<file path="src/rtl/univ_shift_reg.sv">
// Universal shift register: hold/load/shift/rotate modes plus an LSB-first serialiser FSM.
// Rotate modes (100/101) are present only when UNIV_SHIFT_REG_ROTATE_EN is defined; otherwise they hold.
module univ_shift_reg #(
  parameter int               WIDTH = 8,
  parameter logic [WIDTH-1:0] INIT  = '0
) (
  input  logic             clk,
  input  logic             reset,
  input  logic             set,
  input  logic             en,
  input  logic [2:0]       mode,
  input  logic [WIDTH-1:0] d,
  input  logic             sin_l,
  input  logic             sin_r,
  input  logic             start,
  output logic [WIDTH-1:0] q,
  output logic             sout,
  output logic             busy,
  output logic             done,
  output logic [1:0]       dbg_state_o
);

  localparam int            CW       = $clog2(WIDTH);
  localparam logic [CW-1:0] CNT_LAST = CW'(WIDTH - 1);

  localparam logic [2:0] MODE_HOLD = 3'b000;
  localparam logic [2:0] MODE_LOAD = 3'b001;
  localparam logic [2:0] MODE_SHL  = 3'b010;
  localparam logic [2:0] MODE_SHR  = 3'b011;
  localparam logic [2:0] MODE_ROL  = 3'b100;
  localparam logic [2:0] MODE_ROR  = 3'b101;

  typedef enum logic [1:0] {
    S_IDLE  = 2'd0,
    S_SHIFT = 2'd1,
    S_DONE  = 2'd2
  } state_e;

  state_e           state_q, state_d;
  logic [WIDTH-1:0] q_q, q_d;
  logic [CW-1:0]    cnt_q, cnt_d;

  // Per-cycle priority below reset: en low freezes everything, then set, then FSM, then mode.
  always_comb begin
    state_d = state_q;
    q_d     = q_q;
    cnt_d   = cnt_q;
    if (!en) begin
      state_d = state_q;
    end else if (set) begin
      q_d     = '1;
      state_d = S_IDLE;
      cnt_d   = '0;
    end else begin
      case (state_q)
        S_IDLE: begin
          if (start) begin
            q_d     = d;
            cnt_d   = '0;
            state_d = S_SHIFT;
          end else begin
            case (mode)
              MODE_HOLD: q_d = q_q;
              MODE_LOAD: q_d = d;
              MODE_SHL:  q_d = {q_q[WIDTH-2:0], sin_l};
              MODE_SHR:  q_d = {sin_r, q_q[WIDTH-1:1]};
`ifdef UNIV_SHIFT_REG_ROTATE_EN
              MODE_ROL:  q_d = {q_q[WIDTH-2:0], q_q[WIDTH-1]};
              MODE_ROR:  q_d = {q_q[0], q_q[WIDTH-1:1]};
`else
              MODE_ROL:  q_d = q_q;
              MODE_ROR:  q_d = q_q;
`endif
              default:   q_d = q_q;
            endcase
          end
        end
        S_SHIFT: begin
          // sout already shows the next bit; the WIDTH-th shift ends the sequence.
          q_d = {sin_r, q_q[WIDTH-1:1]};
          if (cnt_q == CNT_LAST) begin
            state_d = S_DONE;
          end else begin
            cnt_d = cnt_q + CW'(1);
          end
        end
        S_DONE: begin
          state_d = S_IDLE;
        end
        default: begin
          state_d = S_IDLE;
        end
      endcase
    end
  end

  always_ff @(posedge clk) begin
    if (reset) begin
      state_q <= S_IDLE;
      q_q     <= INIT;
      cnt_q   <= '0;
    end else begin
      state_q <= state_d;
      q_q     <= q_d;
      cnt_q   <= cnt_d;
    end
  end

  assign q           = q_q;
  assign sout        = q_q[0];
  assign busy        = (state_q == S_SHIFT);
  assign done        = (state_q == S_DONE);
  assign dbg_state_o = state_q;

endmodule

</file>
<file path="config.mk">
export PLATFORM = sky130hd
export DESIGN_NAME = univ_shift_reg
export DESIGN_NICKNAME = d
export VERILOG_FILES = /design/src/rtl/univ_shift_reg.sv
export SDC_FILE = /design/constraint.sdc
export NUM_CORES = 1
export LEC_CHECK = 0
export ABC_AREA = 1
export BUFFER_PORTS_ARGS = -buffer_cell sky130_fd_sc_hd__clkbuf_2
export CAP_MARGIN = 20
export CORE_MARGIN = 2
export CORE_UTILIZATION = 56
export CTS_BUF_LIST = sky130_fd_sc_hd__clkbuf_8
export DETAILED_ROUTE_END_ITERATION = 16
export HOLD_SLACK_MARGIN = 0.08
export PLACE_DENSITY_LB_ADDON = 0.25
export RECOVER_POWER = 100
export SETUP_SLACK_MARGIN = 0.4
export SKIP_CTS_REPAIR_TIMING = 1
export SYNTH_ARGS = -nofsm -noshare
export SYNTH_HDL_FRONTEND = slang
export SYNTH_SLANG_ARGS = --single-unit
</file>
<file path="constraint.sdc">
create_clock -name clk -period 3 [get_ports clk]
set_clock_uncertainty 0.05 [all_clocks]
set_input_delay 0.45 -clock clk [delete_from_list [all_inputs] [get_ports clk]]
set_output_delay 0.45 -clock clk [all_outputs]
set_load 0.1 [all_outputs]
</file>
==> results of run 1 <==
power breakdown:
group	switching, mW	leakage, nW	internal [mW]
combinational	0.170	0.382	0.0406
clock	0.0636	0.0269	0.0902
sequential	0.0178	0.107	0.186
state kept, by name (all words and copies together), names as in the netlist:
name and flops:
cnt_q 3, dbg_state_o 2, q 8
critical path: cells and delay by family, from the launching register on:
| kind | cells | cell delay [ns] |
|---|---|---|
| flops | 1 | 0.46 |
| simple gates | 1 | 0.08 |
| buf+inv | 2 | 0.96 |
worst min-delay path by stage:
stage	depth (start not counted)	slack (ns)	endpoint
final	2	0.42	cnt_q[1]
after detailed placement	2	0.42	cnt_q[0]
after global placement	2	0.40	cnt_q[0]
after floorplan	2	0.39	cnt_q[0]
after CTS	2	0.42	cnt_q[1]
after global routing	2	0.45	cnt_q[0]
per-layer routing:
layer | vias to the layer above | global-route usage [%]
li1 | 564 | -
met1 | 475 | 31.8
met2 | 29 | 36.7
met3 | 2 | 3.53
met4 | 0 | 6.86
met5 | - | 0
logic make-up after synthesis:
| group | synth area share, % |
|---|---|
| compound gates | 17.9 |
| fa+ha+maj | 2.52 |
| simple gates | 45.5 |
| flops | 26.3 |
| buf+inv | 7.83 |
per-stage QoR:
stage | std cells | instance area, um^2 | setup WS, ns
after floorplan | 152 | 998 | 0.410
after global placement | 192 | 1120 | 1.31
after detailed placement | 192 | 1120 | 1.25
after CTS | 196 | 1170 | 1.08
after global routing | 196 | 1110 | 0.581
final | 196 | 1110 | 0.748
area by class of cell:
cell class / count / share of cell area [%]
Inverter: 8 / 2.70
Timing Repair Buffer: 30 / 12.0
Clock buffer: 3 / 3.71
Tap cell: 17 / 1.91
Clock inverter: 1 / 0.337
Sequential cell: 13 / 23.4
Multi-Input combinational cell: 124 / 55.9
cells in the mapped netlist, drive strengths merged:
cell type / number / area share, %
clkinv: 2 / 0.76
dfxtp: 13 / 26
a21oi: 21 / 14
o21ai: 4 / 3.2
nand3: 2 / 1.0
a21boi: 1 / 1.1
nor2: 26 / 11
nand4: 18 / 11
ha: 2 / 2.5
inv: 6 / 2.3
buf: 6 / 4.4
nand2: 50 / 22
clkbuf: 1 / 0.38
==> flow_summary.json, run 1 <==
{
  "route.final.wire_length_um": 2250,
  "syn2layout_area_growth_pct": 12.2,
  "cts_buffer_depth": 2,
  "hold_start": "cnt_q[1]",
  "mostFrequentLayoutCells": "nand2_1, nor2_1, nand4_1, a21oi_1, clkbuf_2",
  "setup.worst_path.start": "dbg_state_o[1]",
  "drt_iter0_drc": 25,
  "place_congestion": 0.851,
  "yosys.cell_types.count": 23,
  "fillers": 188,
  "grt_max_degree": 19,
  "met3_length_um": 105,
  "drtPass1Iterations": 4,
  "overflow": 0,
  "setup.worst_path.end": "done",
  "dieArea_mm2": 0.00212,
  "drv_slew": 0,
  "route.vias.total": 1070,
  "fp.dieW_um": 46.1,
  "start_util_pct": 58.7,
  "wl_met1_um": 1090,
  "r2r_slack_ns": 0.82,
  "synth.cell_area_um2": 991,
  "crit_fanout": 6,
  "ir_drop_uv": 266,
  "drive_gt1_share_pct": 20.7,
  "clock-root-buffer": "clkbuf_8",
  "die_y_um": 46.1,
  "vias_per_cell": 5.46,
  "htreeDepth": 1,
  "cts_buffers": 3,
  "grt_pass1_vias": 867,
  "top_layer": "met4",
  "gr-usage-all-layers_pct": 23.0,
  "seq_area_frac_synth_pct": 26.3,
  "insertion_delay_ns": 0.24,
  "regArea_um2": 260,
  "yosys_warnings": 0,
  "rsz0062_at_grt": "false",
  "finalSetupTns_ns": 0,
  "final_util_pct": 65.9,
  "drt.antenna.violating_nets": 0,
  "cp_slowest_cell": "clkbuf_1",
  "status": "finished, final reports clean",
  "cts_num_sinks": 13,
  "period_share_pct": 75.1,
  "diodes": 0,
  "io_pins": 31,
  "antenna_found_initial": 0,
  "tritoncts": "yes",
  "crit_arrival_ns": 1.75,
  "setup_viol": 0,
  "total_power_mw": 0.568,
  "worstSetupEndpointType": "output pin",
  "syn_inst": 152,
  "numPortBuffers": 30,
  "syn_area_per_cell_um2": 6.52,
  "post-route-min-period_ns": 2.25,
  "synth_seq_cells": 13,
  "place_hpwl_um": 1640,
  "drv_cap": 0,
  "whs_ns": 0.420,
  "powerDensity_mw_per_mm2": 510,
  "syn-num-nets": 172,
  "max_stage_delay_ns": 0.86,
  "rr_endpoint": "q[7]",
  "r2r-start": "dbg_state_o[1]",
  "start_kind": "flip-flop",
  "hold_viol": 0,
  "p_leak_nw": 0.515,
  "core_mm2": 0.00169,
  "crit_type": "flip-flop to output pin",
  "clkTransAtPathRegs_ns": 0.06,
  "maxSlewHeadroom_pct": 11.5,
  "tightest_slew_ns": 1.32,
  "cp_data_required_time_ns": 2.50,
  "dr_wl_met2_um": 1040,
  "min_path_type": "flip-flop to flip-flop",
  "fmax_ghz": 0.444,
  "row_count": 15,
  "layout_commonest_cell": "nand2_1",
  "wl_per_cell_um": 11.5,
  "drc": 0,
  "nets": 200,
  "grt_pass1_wl_um": 3660,
  "multiInputGateArea_um2": 622,
  "path_cells": "inv_1 -> nor2_2 -> clkbuf_1",
  "worst_r2r_path_depth": 6
}
No activity file was read; power rests on OpenSTA's default activity.
==> run 2, diff against run 1 <==
--- a/config.mk
+++ b/config.mk
@@ -5,11 +5,11 @@
 export SDC_FILE = /design/constraint.sdc
 export NUM_CORES = 1
 export LEC_CHECK = 0
-export ABC_AREA = 1
+export ABC_AREA = 0
 export BUFFER_PORTS_ARGS = -buffer_cell sky130_fd_sc_hd__clkbuf_2
 export CAP_MARGIN = 20
 export CORE_MARGIN = 2
-export CORE_UTILIZATION = 56
+export CORE_UTILIZATION = 50
 export CTS_BUF_LIST = sky130_fd_sc_hd__clkbuf_8
 export DETAILED_ROUTE_END_ITERATION = 16
 export HOLD_SLACK_MARGIN = 0.08
==> constraint.sdc (replaced) <==
create_clock -name clk -period 2.31 [get_ports clk]
set_clock_uncertainty 0.05 [all_clocks]
set_input_delay 0.3465 -clock clk [delete_from_list [all_inputs] [get_ports clk]]
set_output_delay 0.3465 -clock clk [all_outputs]
set_load 0.1 [all_outputs]
==> flow_summary.json, run 2 <==
{
  "status": "finished, final reports clean",
  "syn_inst": 92,
  "crit_arrival_ns": 1.63,
  "fillers": 160,
  "yosys_warnings": 0,
  "drt_iter0_drc": 16,
  "regArea_um2": 264,
  "clock-root-buffer": "clkbuf_8",
  "r2r_slack_ns": 0.34,
  "multiInputGateArea_um2": 544,
  "synthTopCellsByCount": "dfxtp_1, nand2_1, mux2i_1",
  "drt.antenna.violating_nets": 0,
  "drc": 0,
  "grt_max_degree": 17,
  "cp_data_required_time_ns": 1.91,
  "crit_fanout": 11,
  "start_util_pct": 55.1,
  "setup_viol": 0,
  "mostFrequentLayoutCells": "clkbuf_2, nand2_1, dfxtp_1, clkbuf_1, mux2i_1",
  "diodes": 0,
  "largest_reg_flops": 8,
  "synth.cell_area_um2": 860,
  "period_share_pct": 87.8,
  "nets": 142,
  "finalSetupTns_ns": 0,
  "overflow": 0,
  "hold_viol": 0,
  "cp_slowest_cell": "clkbuf_1",
  "tritoncts": "yes",
  "numPortBuffers": 30,
  "antenna_found_initial": 0,
  "synth_seq_cells": 13,
  "synth_area_leaders": "dfxtp_1, mux2i_1, a32o_1",
  "grt_pass1_vias": 681,
  "dieArea_mm2": 0.00207,
  "clkTransAtPathRegs_ns": 0.05,
  "die_y_um": 45.5,
  "synthArstFlopShare_pct": 0,
  "syn_area_per_cell_um2": 9.34,
  "grt_pass1_wl_um": 3050,
  "cts_num_sinks": 13,
  "synth_edf_count": 0,
  "synth_top_area_share_pct": 30.3,
  "wl_per_cell_um": 14.2,
  "syn-num-nets": 112,
  "seq_area_frac_synth_pct": 30.3,
  "htreeDepth": 1,
  "drive_gt1_share_pct": 25.6,
  "route.final.wire_length_um": 1940,
  "place_hpwl_um": 1420,
  "fp.dieW_um": 45.5,
  "vias_per_cell": 5.84,
  "fmax_ghz": 0.493,
  "ir_drop_uv": 444,
  "start_kind": "flip-flop",
  "max_stage_delay_ns": 0.86,
  "core_mm2": 0.00156,
  "layout_commonest_cell": "clkbuf_2",
  "p_leak_nw": 0.420,
  "insertion_delay_ns": 0.24,
  "syn2layout_area_growth_pct": 18.2,
  "total_power_mw": 0.668,
  "yosys.cell_types.count": 30,
  "route.vias.total": 800,
  "row_count": 14,
  "drv_cap": 0,
  "synth_top_area_cell": "dfxtp_1",
  "cts_buffers": 3,
  "post-route-min-period_ns": 2.03,
  "maxSlewHeadroom_pct": 22.9,
  "drv_slew": 0,
  "path_delay_family": "buffers and inverters",
  "cts_buffer_depth": 2,
  "rsz0062_at_grt": "false",
  "place_congestion": 0.773,
  "path_cells": "nor2b_2 -> clkbuf_1",
  "drtPass1Iterations": 4,
  "powerDensity_mw_per_mm2": 658,
  "synth_most_common_cell": "dfxtp_1",
  "gr-usage-all-layers_pct": 20.7,
  "worst-path-buf-inv": 1,
  "io_pins": 31,
  "min_path_type": "input port to flip-flop",
  "crit_type": "flip-flop to output pin",
  "tightest_slew_ns": 1.16,
  "worstSetupEndpointType": "output pin",
  "synth-main-ff-cell": "dfxtp_1"
}
-- run 2: cell types whose count changed after synthesis, moves of 9 or more --
cell and change:
a21oi_1 -11, nor2_1 -18, nand2_1 -28, nand2_2 -9, mux2i_1 +9, nand4_1 -17
-- run 2: layer usage --
layer / track usage [%] / up-vias / part of all wire, %
met4: 8.82 / 0 / 1.1
li1: - / 409 / -
met3: 7.54 / 4 / 7.5
met1: 26.9 / 359 / 48
met2: 30.4 / 28 / 44
met5: 0 / - / 0
-- run 2: power breakdown --
| group | switching (mW) | leakage, nW | internal [mW] |
|---|---|---|---|
| clock network | 0.0802 | 0.0269 | 0.117 |
| logic | 0.165 | 0.285 | 0.0512 |
| registers | 0.0166 | 0.108 | 0.237 |
-- run 2: final cells by class --
cell class | instances | area share, %
well taps | 16 | 1.97
clock inverters | 1 | 0.369
clock buffers | 3 | 4.06
repair buffers | 31 | 14.0
multi-input cells | 73 | 53.6
flip-flops and latches | 13 | 26.0
-- run 2: kinds of logic (layout without fill, tap and decap cells) --
| family | count (synthesis) | after routing | synth area share (%) |
|---|---|---|---|
| AO/OA/AOI/OAI | 24 | 24 | 25.8 |
| buffers and inverters | 6 | 35 | 4.95 |
| adder cells (fa/ha/maj) | 2 | 2 | 2.91 |
| flip-flops | 13 | 13 | 30.3 |
| AND/OR/NAND/NOR | 38 | 38 | 25.6 |
| multiplexers | 9 | 9 | 10.5 |
-- run 2: worst paths after layout --
kind | startpoint | end | cells after the start
hold / removal | start | dbg_state_o[0] | 3
hold reg to reg | cnt_q[1] | cnt_q[1] | 2
setup / recovery | dbg_state_o[1] | done | 2
setup reg to reg | dbg_state_o[0] | q[1] | 4
-- run 2: tightest hold or removal path: stages --
cell      delay (ns)
clkbuf_2        0.11
a32oi_1         0.08
nor2_1          0.07
-- run 2: through the flow --
stage	setup slack (ns)	hold WS (ns)	util, %	std cells	cell area, um^2
after floorplan	0.385	0.359	-	92	873
after global placement	0.424	0.394	64.7	133	1010
after CTS	0.527	0.346	67.6	137	1050
final	0.283	0.353	65.2	137	1020
after detailed placement	0.385	0.402	64.7	133	1010
after global routing	0.240	0.348	65.2	137	1020
==> run 3, diff against run 2 <==
--- a/config.mk
+++ b/config.mk
@@ -13,6 +13,7 @@
 export CTS_BUF_LIST = sky130_fd_sc_hd__clkbuf_8
 export DETAILED_ROUTE_END_ITERATION = 16
 export HOLD_SLACK_MARGIN = 0.08
+export MAX_ROUTING_LAYER = met4
 export PLACE_DENSITY_LB_ADDON = 0.25
 export RECOVER_POWER = 100
 export SETUP_SLACK_MARGIN = 0.4
==> flow_summary.json, run 3 (same netlist as run 2, synthesis figures left out) <==
{
  "min_path_type": "input port to flip-flop",
  "crit_type": "flip-flop to output pin",
  "drv_cap": 0,
  "gr-usage-all-layers_pct": 21.3,
  "numPortBuffers": 30,
  "tightest_slew_ns": 1.16,
  "p_leak_nw": 0.420,
  "start_util_pct": 55.1,
  "intPower_mw": 0.406,
  "p_sw_mw": 0.262,
  "setup_viol": 0,
  "maxSlewHeadroom_pct": 22.9,
  "htreeDepth": 1,
  "cts_buffers": 3,
  "ir_drop_uv": 444,
  "postPlaceCellArea_mm2": 0.00101,
  "layout_commonest_cell": "clkbuf_2",
  "pwr-share-clk_pct": 29.5,
  "diodes": 0,
  "fmax_ghz": 0.493,
  "fp.dieW_um": 45.5,
  "grt_pass1_vias": 681,
  "grt_pass1_wl_um": 3050,
  "grt_max_degree": 17,
  "mostFrequentLayoutCells": "clkbuf_2, nand2_1, dfxtp_1, clkbuf_1, mux2i_1",
  "dieArea_mm2": 0.00207,
  "antenna_found_initial": 0,
  "place_congestion": 0.784,
  "place_hpwl_um": 1420,
  "seq_power_share_pct": 38.0,
  "drt.antenna.violating_nets": 0,
  "final_area_mm2": 0.00102,
  "insertion_delay_ns": 0.24,
  "io_pins": 31,
  "drt_iter0_drc": 16,
  "powerDensity_mw_per_mm2": 658,
  "crit_arrival_ns": 1.63,
  "tritoncts": "yes",
  "overflow": 0,
  "rsz0062_at_grt": "false",
  "post-route-min-period_ns": 2.03,
  "cp_data_required_time_ns": 1.91,
  "syn2layout_area_growth_pct": 18.2,
  "row_count": 14,
  "cts_num_sinks": 13,
  "crit_fanout": 11,
  "finalSetupTns_ns": 0,
  "combPwrFrac_pct": 32.4,
  "drc": 0,
  "clock-root-buffer": "clkbuf_8",
  "hold_viol": 0,
  "drive_gt1_share_pct": 25.6,
  "largest_reg_flops": 8,
  "start_kind": "flip-flop",
  "vias_per_cell": 5.80,
  "switching_share_pct": 39.2,
  "period_share_pct": 87.7,
  "core_mm2": 0.00156,
  "drv_slew": 0,
  "cts_buffer_depth": 2,
  "status": "finished, final reports clean",
  "wl_per_cell_um": 14.2,
  "clkTransAtPathRegs_ns": 0.05,
  "nets": 142,
  "worstSetupEndpointType": "output pin",
  "drtPass1Iterations": 4,
  "route.final.wire_length_um": 1950,
  "die_y_um": 45.5,
  "route.vias.total": 795
}
==> run 3: worst paths after layout <==
check / from / endpoint / slack [ns] / depth (start not counted)
min: start / dbg_state_o[0] / 0.35 / 3
max reg2reg: dbg_state_o[0] / q[1] / 0.33 / 4
max: dbg_state_o[1] / done / 0.28 / 2
min reg2reg: cnt_q[1] / cnt_q[1] / 0.40 / 2
==> run 3: power by group through the flow <==
stage,clock network [mW],registers (mW),logic (mW)
floorplan,0,0.352,0.0866
global placement,0,0.258,0.222
detailed placement,0,0.258,0.225
CTS,0.207,0.253,0.226
global route,0.218,0.256,0.228
finish,0.197,0.254,0.217
==> run 3: worst max-delay path: stages (launching register included) <==
cell and delay (ns):
dfxtp_4 0.38, nor2b_2 0.14, clkbuf_1 0.86
==> run 3: per-layer routing <==
layer,global-route usage [%],share of wire [%],vias to the layer above
li1,-,-,409
met1,26.9,48,354
met2,30.4,43,28
met3,7.54,7.5,4
met4,8.82,1.1,0
met5,-,0,-
==> run 3: stage by stage <==
step           hold WS (ns)  power (mW)  worst slack [ns]  util (%)  cells
5_1_grt               0.348       0.702             0.240      65.2    137
3_3_place_gp          0.394       0.479             0.424      64.7    133
3_5_place_dp          0.402       0.483             0.385      64.7    133
2_1_floorplan         0.359       0.438             0.385         -     92
6_report              0.354       0.668             0.283      65.2    137
4_1_cts               0.346       0.686             0.527      67.6    137
==> run 3: cell type report <==
| type | count | area, um^2 |
|---|---|---|
| Clock buffer | 3 | 41.3 |
| Clock inverter | 1 | 3.75 |
| Fill cell | 160 | 543 |
| Multi-Input combinational cell | 73 | 544 |
| Sequential cell | 13 | 264 |
| Tap cell | 16 | 20.0 |
| Timing Repair Buffer | 31 | 143 |
